[config.mk]
export PLATFORM = sky130hd
export DESIGN_NAME = uart_tx_periph
export DESIGN_NICKNAME = d
export VERILOG_FILES = /design/src/rtl/uart_pkg.sv /design/src/rtl/sync_fifo.sv /design/src/rtl/uart_tx_periph.sv
export SDC_FILE = /design/constraint.sdc
export NUM_CORES = 1
export LEC_CHECK = 0
export ABC_AREA = 1
export CELL_PAD_IN_SITES_DETAIL_PLACEMENT = 2
export CELL_PAD_IN_SITES_GLOBAL_PLACEMENT = 2
export CORE_MARGIN = 2
export CORE_UTILIZATION = 36
export DETAILED_ROUTE_END_ITERATION = 8
export PLACE_DENSITY = 0.93
export SLEW_MARGIN = 20
export SYNTH_ARGS = -nofsm -noshare
export SYNTH_HDL_FRONTEND = slang
export SYNTH_HIERARCHICAL = 1
export SYNTH_SLANG_ARGS = --single-unit
[constraint.sdc]
create_clock -name clk -period 7.36 [get_ports clk]
set_input_delay 1.472 -clock clk [delete_from_list [all_inputs] [get_ports clk]]
set_output_delay 1.472 -clock clk [all_outputs]
set_load 0.03 [all_outputs]
[src/rtl/uart_pkg.sv]
// uart_pkg: register map, STATUS bit positions and TX FSM states (parity state only with UART_PARITY_EN)
package uart_pkg;
  localparam logic [3:0] ADDR_TXDATA = 4'h0;
  localparam logic [3:0] ADDR_STATUS = 4'h4;
  localparam logic [3:0] ADDR_DIV    = 4'h8;
  localparam int ST_BUSY  = 0;
  localparam int ST_FULL  = 1;
  localparam int ST_EMPTY = 2;
  localparam int ST_OVF   = 3;
`ifdef UART_PARITY_EN
  typedef enum logic [2:0] {S_IDLE, S_START, S_DATA, S_PARITY, S_STOP} state_t;
`else
  typedef enum logic [2:0] {S_IDLE, S_START, S_DATA, S_STOP} state_t;
`endif
  function automatic logic [15:0] eff_div(input logic [15:0] d);
    return (d == 16'd0) ? 16'd1 : d;
  endfunction
endpackage

[src/rtl/sync_fifo.sv]
// sync_fifo: single-clock FIFO with show-ahead read; a push on a full FIFO is accepted when a pop happens on the same edge
module sync_fifo #(
  parameter int WIDTH = 8,
  parameter int DEPTH = 4
) (
  input  logic                     clk,
  input  logic                     rst,
  input  logic                     push,
  input  logic                     pop,
  input  logic [WIDTH-1:0]         din,
  output logic [WIDTH-1:0]         dout,
  output logic                     full,
  output logic                     empty,
  output logic [$clog2(DEPTH):0]   count
);
  localparam int AW = $clog2(DEPTH);
  logic [WIDTH-1:0] r_mem [DEPTH];
  logic [AW-1:0]    r_wp, r_rp;
  logic [AW:0]      r_cnt;
  logic             w_wr, w_rd;
  assign full  = r_cnt == (AW+1)'(DEPTH);
  assign empty = r_cnt == '0;
  assign count = r_cnt;
  assign dout  = r_mem[r_rp];
  assign w_wr  = push && (!full || pop);
  assign w_rd  = pop && !empty;
  // pointers and occupancy
  always_ff @(posedge clk or negedge rst) begin
    if (!rst) begin
      r_wp  <= '0;
      r_rp  <= '0;
      r_cnt <= '0;
    end else begin
      if (w_wr) r_wp <= r_wp + 1'b1;
      if (w_rd) r_rp <= r_rp + 1'b1;
      r_cnt <= r_cnt + (AW+1)'(w_wr) - (AW+1)'(w_rd);
    end
  end
  // storage needs no reset; only slots below the write pointer are ever read
  always_ff @(posedge clk) begin
    if (w_wr) r_mem[r_wp] <= din;
  end
endmodule

[src/rtl/uart_tx_periph.sv]
// uart_tx_periph: memory-mapped UART transmitter (TXDATA/STATUS/DIV) with TX FIFO; UART_PARITY_EN adds an even-parity bit
module uart_tx_periph
  import uart_pkg::*;
#(
  parameter int W       = 32,
  parameter int DEPTH   = 4,
  parameter int CLK_DIV = 16
) (
  input  logic         clk,
  input  logic         rst,
  input  logic         we,
  input  logic         re,
  input  logic [3:0]   addr,
  input  logic [W-1:0] wdata,
  output logic [W-1:0] rdata,
  output logic         tx,
  output logic         irq
);
  state_t                 r_state, w_next;
  logic                   r_ovf;
  logic [15:0]            r_div, r_div_lat, r_cnt;
  logic [2:0]             r_bit;
  logic [7:0]             r_shift;
  logic [7:0]             w_dout;
  logic                   w_full, w_empty, w_pop, w_tick, w_wr_tx, w_busy;
  logic [$clog2(DEPTH):0] w_count;
  logic [3:0]             w_status;
  logic                   w_unused;
`ifdef UART_PARITY_EN
  logic                   r_par;
`endif
  assign w_unused = ^wdata;
  assign w_wr_tx  = we && addr == ADDR_TXDATA;
  assign w_busy   = r_state != S_IDLE;
  assign w_tick   = r_cnt == r_div_lat - 16'd1;
  assign irq      = w_count == '0 && r_state == S_IDLE;
  assign w_status[ST_BUSY]  = w_busy;
  assign w_status[ST_FULL]  = w_full;
  assign w_status[ST_EMPTY] = w_empty;
  assign w_status[ST_OVF]   = r_ovf;
  assign rdata = addr == ADDR_STATUS ? W'(w_status) : addr == ADDR_DIV ? W'(r_div) : '0;
`ifdef UART_PARITY_EN
  assign tx = r_state == S_START ? 1'b0 : r_state == S_DATA ? r_shift[0] : r_state == S_PARITY ? r_par : 1'b1;
`else
  assign tx = r_state == S_START ? 1'b0 : r_state == S_DATA ? r_shift[0] : 1'b1;
`endif

  sync_fifo #(.WIDTH(8), .DEPTH(DEPTH)) u_fifo (
    .clk   (clk),
    .rst   (rst),
    .push  (w_wr_tx),
    .pop   (w_pop),
    .din   (wdata[7:0]),
    .dout  (w_dout),
    .full  (w_full),
    .empty (w_empty),
    .count (w_count)
  );

  // register file: sticky overflow (set beats a clearing STATUS read) and divisor
  always_ff @(posedge clk or negedge rst) begin
    if (!rst) begin
      r_ovf <= 1'b0;
      r_div <= 16'(CLK_DIV);
    end else begin
      r_ovf <= (w_wr_tx && w_full && !w_pop) || (r_ovf && !(re && addr == ADDR_STATUS));
      if (we && addr == ADDR_DIV) r_div <= wdata[15:0];
    end
  end

  // FSM state register; reset forces IDLE so tx returns high without waiting for a clock
  always_ff @(posedge clk or negedge rst) begin
    if (!rst) r_state <= S_IDLE;
    else      r_state <= w_next;
  end

  // next state and FIFO pop; STOP chains straight into START when more bytes are queued
  always_comb begin
    w_next = r_state;
    w_pop  = 1'b0;
    case (r_state)
      S_IDLE: if (!w_empty) begin
        w_pop  = 1'b1;
        w_next = S_START;
      end
      S_START: if (w_tick) w_next = S_DATA;
`ifdef UART_PARITY_EN
      S_DATA:   if (w_tick && r_bit == 3'd7) w_next = S_PARITY;
      S_PARITY: if (w_tick) w_next = S_STOP;
`else
      S_DATA:   if (w_tick && r_bit == 3'd7) w_next = S_STOP;
`endif
      S_STOP: if (w_tick) begin
        w_pop  = !w_empty;
        w_next = w_empty ? S_IDLE : S_START;
      end
      default: w_next = S_IDLE;
    endcase
  end

  // frame datapath: byte and divisor are latched at the pop so DIV writes only affect later frames
  always_ff @(posedge clk or negedge rst) begin
    if (!rst) begin
      r_shift   <= '0;
      r_div_lat <= eff_div(16'(CLK_DIV));
      r_cnt     <= '0;
      r_bit     <= '0;
`ifdef UART_PARITY_EN
      r_par     <= 1'b0;
`endif
    end else if (w_pop) begin
      r_shift   <= w_dout;
      r_div_lat <= eff_div(r_div);
      r_cnt     <= '0;
      r_bit     <= '0;
`ifdef UART_PARITY_EN
      r_par     <= ^w_dout;
`endif
    end else if (w_busy) begin
      r_cnt <= w_tick ? 16'd0 : r_cnt + 16'd1;
      if (w_tick && r_state == S_DATA) begin
        r_shift <= r_shift >> 1;
        r_bit   <= r_bit + 3'd1;
      end
    end
  end
endmodule

## Word level (Yosys, flattened, before mapping)

Memory sizes are Yosys's and may differ from the RTL's.
Index checks and enable logic that the tools add are counted.

- Bits in registers: 70
- Memories: 1
- Bits in writable memories: 32

- Reduce and logical (&&, ||, !) cells: 26
- Add/subtract/negate cells: 7
- Eq/ne operators: 12
- Muxes and demuxes: 25

Memories:

| name | words | width | read ports | clocked after memory_dff | write ports | line | RTL |
|---|---|---|---|---|---|---|---|
| u_fifo.r_mem | 4 | 8 | 1 | 0 | 1 | sync_fifo.sv:17 | `logic [WIDTH-1:0] r_mem [DEPTH];` |

Operators with widths:

| kind | number |
|---|---|
| $mux W16 | 6 |
| $mux W8 | 3 |
| $mux W3 | 7 |
| $add A16 B1 Y16 const B | 1 |
| $eq A16 B16 Y1 | 1 |
| $logic_not A16 Y1 | 1 |
| $sub A16 B1 Y16 const B | 1 |
| $pmux W3 S4 | 1 |
| $logic_and A1 B1 Y1 | 11 |
| $mux W1 | 7 |
| $eq A3 B2 Y1 const B | 2 |
| $eq A3 B3 Y1 const B | 2 |
| $logic_not A3 Y1 | 2 |
| $ne A2 B2 Y1 const B | 3 |
| $add A2 B1 Y2 const B | 2 |
| $eq A4 B3 Y1 const B | 1 |
| $eq A4 B4 Y1 const B | 1 |
| $logic_not A1 Y1 | 4 |
| $logic_not A4 Y1 | 1 |
| $reduce_and A4 Y1 | 1 |
| $reduce_bool A2 Y1 | 2 |
| $add A3 B1 Y3 | 1 |
| $add A3 B1 Y3 const B | 1 |
| $eq A3 B1 Y1 const B | 1 |
| other kinds (6) | 7 |

## Depth between registers and ports, before layout

Gate-level depths: netlist of the first run.

- Word-level depth: 8
- Mapped depth: 25
- Depth with buffers taken out: 25

## Hierarchy

The synthesis of the first run kept the hierarchy.

Modules (own cells, without submodules):

| module | area each (um2) | instances | cells each |
|---|---|---|---|
| uart_tx_periph | 3751.1 | 1 | 508 |
| sync_fifo | 1682.9 | 1 | 143 |

## Worst setup path before layout of the first run

No wires, ideal clock.

- Kind: input to output
- Start point: in addr[1]
- End point: out rdata[10]
- Data arrival time: 2.571 ns
- Buffers on the path: 1
- Slack: 3.317 ns
- Stages on the path: 6
- Path through: nor2_1 inv_1 nor3_1 inv_1 clkbuf_1 nor2_1

- Cells in the longest elaborated chain, start to end: 3
- Elaborated cells on any way between the ends: 4
- Those cells by class: eq/ne: 2; mux: 2

RTL lines:

| item | line | RTL |
|---|---|---|
| start: declaration | uart_tx_periph.sv:13 | `input logic [3:0] addr,` |
| $eq A4 B4 Y1 | uart_tx_periph.sv:41 | `assign rdata = addr == ADDR_STATUS ? W'(w_status) : addr == ADDR_DIV ? W'(r_div) : '0;` |
| $mux W16 | uart_tx_periph.sv:41 |  |
| $mux W16 (*) | uart_tx_periph.sv:41 |  |
| end: declaration | uart_tx_periph.sv:15 | `output logic [W-1:0] rdata,` |

Mark *: on every way between the ends. The rest lies on a longest branch, timed or not.

## Worst setup path after layout of the first run

- Start point: in addr[1]
- End point: out rdata[2]

The elaborated chain is that of the path after synthesis.

==> impl_summary.log, run 1 <==
[metrics] number of antenna violations at the first check in global routing: 0
[metrics] share of synthesized flip-flops with an asynchronous set or reset: 68.3%
[metrics] total length of routed wires: 18500 um
[metrics] worst setup path class: in2out
[metrics] effective utilization at floorplan: 37.1%
[metrics] Longest Clk Path Bufs: 2
[metrics] final worst path period share: between 70% and 80%
[metrics] cell count after synthesis: 651
[metrics] type of origin of the critical path: primary input
[metrics] min-delay worst type: reg2reg
[metrics] length of routed met2 wiring: 9690 um
[metrics] cell area after synthesis: about 5400 um2
[metrics] global routing usage summed across all routing layers: approximately 24%
[metrics] CTS Hold Bufs: 0
[metrics] Antenna Diode Count: 0
[metrics] Pleak: 2.78 nW
[metrics] CTS tree: done
[metrics] floorplan die height: around 130 um
[metrics] total power: between 1 and 1.5 mW
[metrics] post-DR vias/cell: 5.22
[metrics] clock input transition at the sequential cells of the worst setup and hold paths: 0.07 ns
[metrics] number of unique standard cell types used by synthesis: 39
[metrics] share of layout cells above drive strength 1: ~6.2%
[metrics] hold_sp: r_shift[1]
[metrics] Clock Latency Late Sink: 0.36 ns
[metrics] element type at the critical path end: output pin
[metrics] count of endpoints failing hold in the final timing report: 0
[metrics] setup repair bufs after CTS: 0
[metrics] Seq/Total Area, Yosys: 49.5%
[metrics] Max Clock Skew: 0.00585 ns
[metrics] routability congestion estimate from global placement: 0.848
[metrics] critical path arrival: 3.75 ns
[metrics] drt first-iter violations: 193
[metrics] setup-violating endpoint count in the final report: 0
[metrics] Final TNS setup: 0 ns
[metrics] power density of the placed cells: about 210 nW/um2
[metrics] total grt overflow: 0
[metrics] Max Freq: approximately 190 MHz
[metrics] number of warnings reported in the yosys synthesis log: 6
[metrics] outcome: finished clean
[metrics] Core Area: 14600 um2
[metrics] H-tree levels: 3
[metrics] final period demand of the worst path: about 5.2 ns
[metrics] mean instance size in the synthesized netlist: 8.35 um2
[metrics] total via count after detailed routing: 4575
[metrics] largest net degree at the start of global routing: 70
[metrics] Non-Filler Instances: 877
[metrics] site row count: 44
[metrics] routed metal-1 wirelength: 7740 um
[metrics] library cell used as clock root buffer: sky130_fd_sc_hd__clkbuf_16
[metrics] number of gates resized after cts: 0
[metrics] via count of the first global-routing pass: about 5300
[metrics] peak supply drop: 0.139 mV
[metrics] source of the worst register-to-register timing path: r_div_lat[0]
[metrics] flip-flop cell with the highest count after synthesis: sky130_fd_sc_hd__dfrtp_1
[metrics] Least-Margin Pin Slew: 0.955 ns
[metrics] max-slew violation count: 0
[metrics] number of search-and-repair iterations in the first detailed-routing pass: 4
[metrics] # DRC: 0
[metrics] ANT nets after route: 0
[metrics] Top-Level Pins: 74
[metrics] number of nets in the layout: 743
[metrics] worst slew slack as a fraction of its limit: 36.1%
[metrics] cell total after placement: 861
[metrics] Max-Cap Viols: 0
[metrics] setup repair after global routing missed its margin: false
[metrics] data required time at the worst endpoint: around 5.9 ns
[metrics] area growth from synthesis to final layout: 14.2%
[metrics] Die Footprint: 16100 um2
[metrics] met3 WL: 495 um
[metrics] wire length of the first global-routing pass: 29900 um
[metrics] flip-flop and latch count after synthesis: 101
[metrics] Die X-Extent: 127 um
[metrics] largest driver fanout on the critical path: 16
[metrics] count of flip-flops with a built-in enable after synthesis: 32
[metrics] beginning of the critical path: addr[1]
[metrics] wire length per cell after detailed routing: 21.1 um
[metrics] number of buffers added by the clock tree synthesis step: 9
[metrics] clock sink count: 101
[metrics] count of input and output buffers: a little over 40
[metrics] top routing layer in use: met4
[metrics] DPL Wire Length: roughly 13000 um
## cells in the final DEF (no fill, tap or decap), types with 2 or more instances in the layout
cell type	n
sky130_fd_sc_hd__nand2_2	6
sky130_fd_sc_hd__o21ai_1	23
sky130_fd_sc_hd__xor2_1	18
sky130_fd_sc_hd__conb_1	16
sky130_fd_sc_hd__clkinv_4	2
sky130_fd_sc_hd__dfrtp_1	67
sky130_fd_sc_hd__nor2_4	3
sky130_fd_sc_hd__inv_6	2
sky130_fd_sc_hd__nor2_1	104
sky130_fd_sc_hd__dfstp_2	2
sky130_fd_sc_hd__nor3_1	5
sky130_fd_sc_hd__o21ai_0	28
sky130_fd_sc_hd__nand3_2	3
sky130_fd_sc_hd__o22ai_1	8
sky130_fd_sc_hd__ha_1	14
sky130_fd_sc_hd__inv_1	71
sky130_fd_sc_hd__inv_8	3
sky130_fd_sc_hd__nand4_1	8
sky130_fd_sc_hd__nor2_2	4
sky130_fd_sc_hd__nor4_1	2
sky130_fd_sc_hd__clkdlybuf4s50_1	40
sky130_fd_sc_hd__nand2_1	147
sky130_fd_sc_hd__a21oi_1	17
sky130_fd_sc_hd__clkbuf_16	9
sky130_fd_sc_hd__nand3b_1	3
sky130_fd_sc_hd__nand3_1	34
sky130_fd_sc_hd__edfxtp_1	32
sky130_fd_sc_hd__xnor2_1	8
## where the power goes
group	switching, mW	leakage, nW	internal, mW	total (mW)
logic	0.121	1.57	0.0519	0.173
registers	0.0311	1.07	0.616	0.647
clock network	0.244	0.142	0.239	0.483
## critical path: stages
cell	delay [ns]
sky130_fd_sc_hd__clkdlybuf4s50_1	0.41
sky130_fd_sc_hd__nor2_1	0.14
sky130_fd_sc_hd__inv_1	0.07
sky130_fd_sc_hd__nor3_1	0.24
sky130_fd_sc_hd__inv_1	0.34
sky130_fd_sc_hd__o22ai_1	0.33
sky130_fd_sc_hd__clkdlybuf4s50_1	0.73
## synth_stat cells, drive strengths merged, types with 3 or more instances
cell / n / share of area, %
o22ai: 8 / 0.92
edfxtp: 32 / 18
ha: 14 / 3.2
clkbuf: 5 / 0.35
xor2: 18 / 2.9
nand4: 8 / 0.92
xnor2: 8 / 1.3
a21oi: 18 / 1.7
inv: 73 / 5.1
nor2: 111 / 8.3
buf: 26 / 3.8
dfrtp: 67 / 31
nor3: 5 / 0.46
o21ai: 51 / 4.7
nand2: 154 / 11
nand3b: 3 / 0.41
nand3: 37 / 3.7
## registers in the layout, indices dropped and copies added (netlist names), 2 cells and up
name,count
r_div_lat,16
u_fifo/count,3
u_fifo/r_mem,32
u_fifo/r_wp,2
r_cnt,16
r_div,16
r_bit,3
u_fifo/r_rp,2
r_shift,8
r_state,2
## cell families (layout without fill, tap and decap cells)
group,after synthesis,count (layout),synth area share [%]
AO/OA/AOI/OAI,80,80,7.97
XOR/XNOR,26,26,4.19
adder cells (fa/ha/maj),15,15,3.59
buffers and inverters,105,132,9.33
flip-flops,101,101,49.5
other,1,16,0.0690
AND/OR/NAND/NOR,323,323,25.4
## metrics by stage
step | util (%) | worst slack (ns) | hold slack, ns | cell area, um2
6_report | 42.4 | 2.14 | 0.496 | 6200
5_1_grt | 42.4 | 1.64 | 0.528 | 6200
4_1_cts | 42.3 | 2.18 | 0.506 | 6200
3_5_place_dp | 40.4 | 2.27 | 0.487 | 5910
3_3_place_gp | 40.4 | 2.41 | 0.454 | 5910
2_1_floorplan | - | 3.32 | 0.442 | 5490
## area by class of cell
class                   count  area [um2]
fillers                  1633        8440
clock inverters             7        65.1
flip-flops and latches    101        2690
repair buffers             42         413
clock buffers               9         225
inverters                  74         284
well taps                 184         230
multi-input cells         460        2300
## routing by layer
metal	global-route usage, %	vias to the layer above
met4	10.2	0
met3	4.01	43
met5	0	-
li1	-	2113
met2	44.3	103
met1	28.1	2316
## path summary, 6_finish.rpt
| kind | depth (start not counted) | slack (ns) | end |
|---|---|---|---|
| max in group asynchronous | 2 | 5.42 | r_cnt[11] |
| hold / removal | 2 | 0.50 | r_shift[1] |
| setup reg to reg | 23 | 2.23 | u_fifo/count[2] |
| min in group asynchronous | 2 | 1.32 | r_cnt[3] |
| hold reg to reg | 2 | 0.50 | r_shift[1] |
| setup / recovery | 7 | 2.14 | rdata[2] |
Note: power is estimated with default switching activity, not from simulation.
==> run 2: changes to the inputs <==
--- a/config.mk
+++ b/config.mk
@@ -9,9 +9,9 @@
 export CELL_PAD_IN_SITES_DETAIL_PLACEMENT = 2
 export CELL_PAD_IN_SITES_GLOBAL_PLACEMENT = 2
 export CORE_MARGIN = 2
-export CORE_UTILIZATION = 36
+export CORE_UTILIZATION = 30
 export DETAILED_ROUTE_END_ITERATION = 8
-export PLACE_DENSITY = 0.93
+export PLACE_DENSITY = 0.84
 export SLEW_MARGIN = 20
 export SYNTH_ARGS = -nofsm -noshare
 export SYNTH_HDL_FRONTEND = slang
==> constraint.sdc (replaced) <==
create_clock -name clk -period 4.8 [get_ports clk]
set_input_delay 0.96 -clock clk [delete_from_list [all_inputs] [get_ports clk]]
set_output_delay 0.96 -clock clk [all_outputs]
set_load 0.03 [all_outputs]
==> run 2 against run 1 <==
  * Wire length is 11% lower
  * Utilization is 7.1 points lower
  * Worst setup slack worse by 1.5 ns
  * Largest power group unchanged
==> impl_summary.log, run 2 (synthesis gave the netlist of run 1 again) <==
[metrics] count of input and output buffers: ~40
[metrics] most frequent cells in the layout: 147 x sky130_fd_sc_hd__nand2_1, 104 x sky130_fd_sc_hd__nor2_1, 71 x sky130_fd_sc_hd__inv_1
[metrics] area growth from synthesis to final layout: 15.6%
[metrics] data required time at the worst endpoint: 5.05 ns
[metrics] instance area after placement: 5980 um2
[metrics] P_sw: roughly 0.6 mW
[metrics] Core Area: 17800 um2
[metrics] setup repair bufs after CTS: 0
[metrics] largest driver fanout on the critical path: 8
[metrics] Non-Filler Instances: between 900 and 1000
[metrics] Hold Path Depth: 2
[metrics] number of flip-flops under the largest register name: 32
[metrics] number of search-and-repair iterations in the first detailed-routing pass: 4
[metrics] number of antenna violations at the first check in global routing: 0
[metrics] # DRC: 0
[metrics] setup-violating endpoint count in the final report: 0
[metrics] final worst slack: 0.673 ns
[metrics] type of origin of the critical path: flip-flop
[metrics] internal reg-to-reg setup slack: 0.67 ns
[metrics] Final TNS setup: 0 ns
[metrics] final worst path period share: 86.0%
[metrics] endpoint of the lowest-slack register-to-register path: u_fifo/count[2]
[metrics] DP Worst Slack: roughly 0.69 ns
[metrics] H-tree levels: 3
[metrics] Max-Cap Viols: 0
[metrics] count of endpoints failing hold in the final timing report: 0
[metrics] via count of the first global-routing pass: 5164
[metrics] effective utilization at floorplan: 30.5%
[metrics] hold_sp: r_shift[7]
[metrics] share of layout cells above drive strength 1: under 10%
[metrics] worst setup path class: reg2reg
[metrics] CTS tree: done
[metrics] Longest Clk Path Bufs: 2
[metrics] min-delay worst type: reg2reg
[metrics] library cell used as clock root buffer: sky130_fd_sc_hd__clkbuf_16
[metrics] max-slew violation count: 0
[metrics] clock sink count: around 100
[metrics] floorplan die height: 139 um
[metrics] element type at the critical path end: flip-flop
[metrics] number of nets in the layout: 745
[metrics] utilization after layout: 35.2%
[metrics] total length of routed wires: 16500 um
[metrics] Max Clock Skew: 0.0110 ns
[metrics] wire length of the first global-routing pass: 27500 um
[metrics] cell total after placement: 908
[metrics] Die X-Extent: 139 um
[metrics] commonest non-fill, non-tap cell in the layout: sky130_fd_sc_hd__nand2_1
[metrics] peak supply drop: 0.236 mV
[metrics] number of buffers added by the clock tree synthesis step: 9
[metrics] sequential share of power: 49.5%
[metrics] switch share: 30.2%
[metrics] post-DR vias/cell: 4.89
[metrics] total grt overflow: 0
[metrics] power density of the placed cells: 318 nW/um2
[metrics] critical path arrival: 4.38 ns
[metrics] site row count: 49
[metrics] end point of the most critical hold path: r_shift[7]
[metrics] register with the most flip-flops: u_fifo/r_mem
[metrics] clock share of power: 37.1%
[metrics] ANT nets after route: 0
[metrics] global routing usage summed across all routing layers: 18.0%
[metrics] Pleak: 2.80 nW
[metrics] worst slew slack as a fraction of its limit: 37.2%
[metrics] r2r worst-path depth: 23
[metrics] wire length per cell after detailed routing: 17.8 um
[metrics] routability congestion estimate from global placement: just under 0.8
[metrics] post-route standard cell area excluding fillers: between 6000 and 7000 um2
[metrics] Die Footprint: 19200 um2
[metrics] final period demand of the worst path: approximately 4.1 ns
[metrics] part of the total power dissipated in combinational logic: approximately an eighth
[metrics] Least-Margin Pin Slew: 0.941 ns
[metrics] Top-Level Pins: 74
[metrics] CTS Hold Bufs: 0
[metrics] outcome: finished clean
[metrics] setup repair after global routing missed its margin: false
[metrics] Max Freq: 242 MHz
[metrics] drt first-iter violations: 160
[metrics] total power: 2.00 mW
[metrics] number of gates resized after cts: 0
[metrics] final hold slack: approximately 0.48 ns
[metrics] clock input transition at the sequential cells of the worst setup and hold paths: approximately 0.080 ns
[metrics] largest net degree at the start of global routing: 70
[metrics] total via count after detailed routing: 4518
[metrics] source of the worst register-to-register timing path: r_div_lat[0]
[metrics] Int Power: 1.39 mW
[metrics] DPL Wire Length: 12100 um
[metrics] Antenna Diode Count: 0
[metrics] Clock Latency Late Sink: 0.36 ns
-- run 2: worst max-delay path, stage by stage (launching register included) --
cell,delay [ns]
sky130_fd_sc_hd__dfrtp_1,0.41
sky130_fd_sc_hd__inv_1,0.13
sky130_fd_sc_hd__ha_1,0.30
sky130_fd_sc_hd__nand2_2,0.14
sky130_fd_sc_hd__nor2_4,0.18
sky130_fd_sc_hd__nand2_1,0.07
sky130_fd_sc_hd__nand2_1,0.08
sky130_fd_sc_hd__nand2_1,0.06
sky130_fd_sc_hd__nor2_1,0.15
sky130_fd_sc_hd__nand3_2,0.17
sky130_fd_sc_hd__o21bai_4,0.19
sky130_fd_sc_hd__nand2_2,0.08
sky130_fd_sc_hd__inv_1,0.25
sky130_fd_sc_hd__inv_1,0.09
sky130_fd_sc_hd__nand3_2,0.13
sky130_fd_sc_hd__nand2_2,0.13
sky130_fd_sc_hd__ha_1,0.34
sky130_fd_sc_hd__inv_1,0.04
sky130_fd_sc_hd__ha_1,0.20
sky130_fd_sc_hd__fa_1,0.39
sky130_fd_sc_hd__xnor2_1,0.26
sky130_fd_sc_hd__inv_1,0.09
sky130_fd_sc_hd__nand2_1,0.07
sky130_fd_sc_hd__nand2_1,0.05
-- run 2: power groups by stage --
stage / clock network [mW] / registers (mW) / logic, mW
2_1_floorplan: 0 / 0.990 / 0.164
3_3_place_gp: 0 / 0.995 / 0.227
3_5_place_dp: 0 / 1.00 / 0.260
4_1_cts: 0.762 / 0.989 / 0.269
5_1_grt: 0.791 / 0.996 / 0.295
6_report: 0.741 / 0.988 / 0.266
-- run 2: worst max path at each step --
stage / to / startpoint / slack (ns) / cells after the start
after global placement: rdata[0] / addr[1] / 0.86 / 7
after floorplan: u_fifo/count[2] / r_div_lat[0] / 1.46 / 23
final: u_fifo/count[2] / r_div_lat[0] / 0.67 / 23
after detailed placement: u_fifo/count[2] / r_div_lat[0] / 0.69 / 23
after CTS: u_fifo/count[2] / r_div_lat[0] / 0.63 / 23
after global routing: u_fifo/count[2] / r_div_lat[0] / 0.35 / 23
-- run 2: final cells by class --
cell class              instances  area, um2
fillers                      2021      11600
repair buffers                 44        428
inverters                      74        284
well taps                     229        287
clock inverters                 7       73.8
multi-input cells             460       2300
flip-flops and latches        101       2690
clock buffers                   9        225
-- run 2: metal layers --
layer  global-route usage (%)  part of all wire (%)  up-vias
li1                         -                     -     2127
met1                     21.9                    42     2292
met2                     32.5                    53       71
met3                     2.56                   2.4       28
met4                     6.28                   2.2        0
met5                        0                     0        -
==> run 3: changes to the inputs <==
--- a/config.mk
+++ b/config.mk
@@ -10,6 +10,7 @@
 export CELL_PAD_IN_SITES_GLOBAL_PLACEMENT = 2
 export CORE_MARGIN = 2
 export CORE_UTILIZATION = 30
+export CTS_CLUSTER_DIAMETER = 40
 export DETAILED_ROUTE_END_ITERATION = 8
 export PLACE_DENSITY = 0.84
 export SLEW_MARGIN = 20
==> results of run 3 <==
Same layout as run 2: the final DEF is identical, and so are final timing and power.
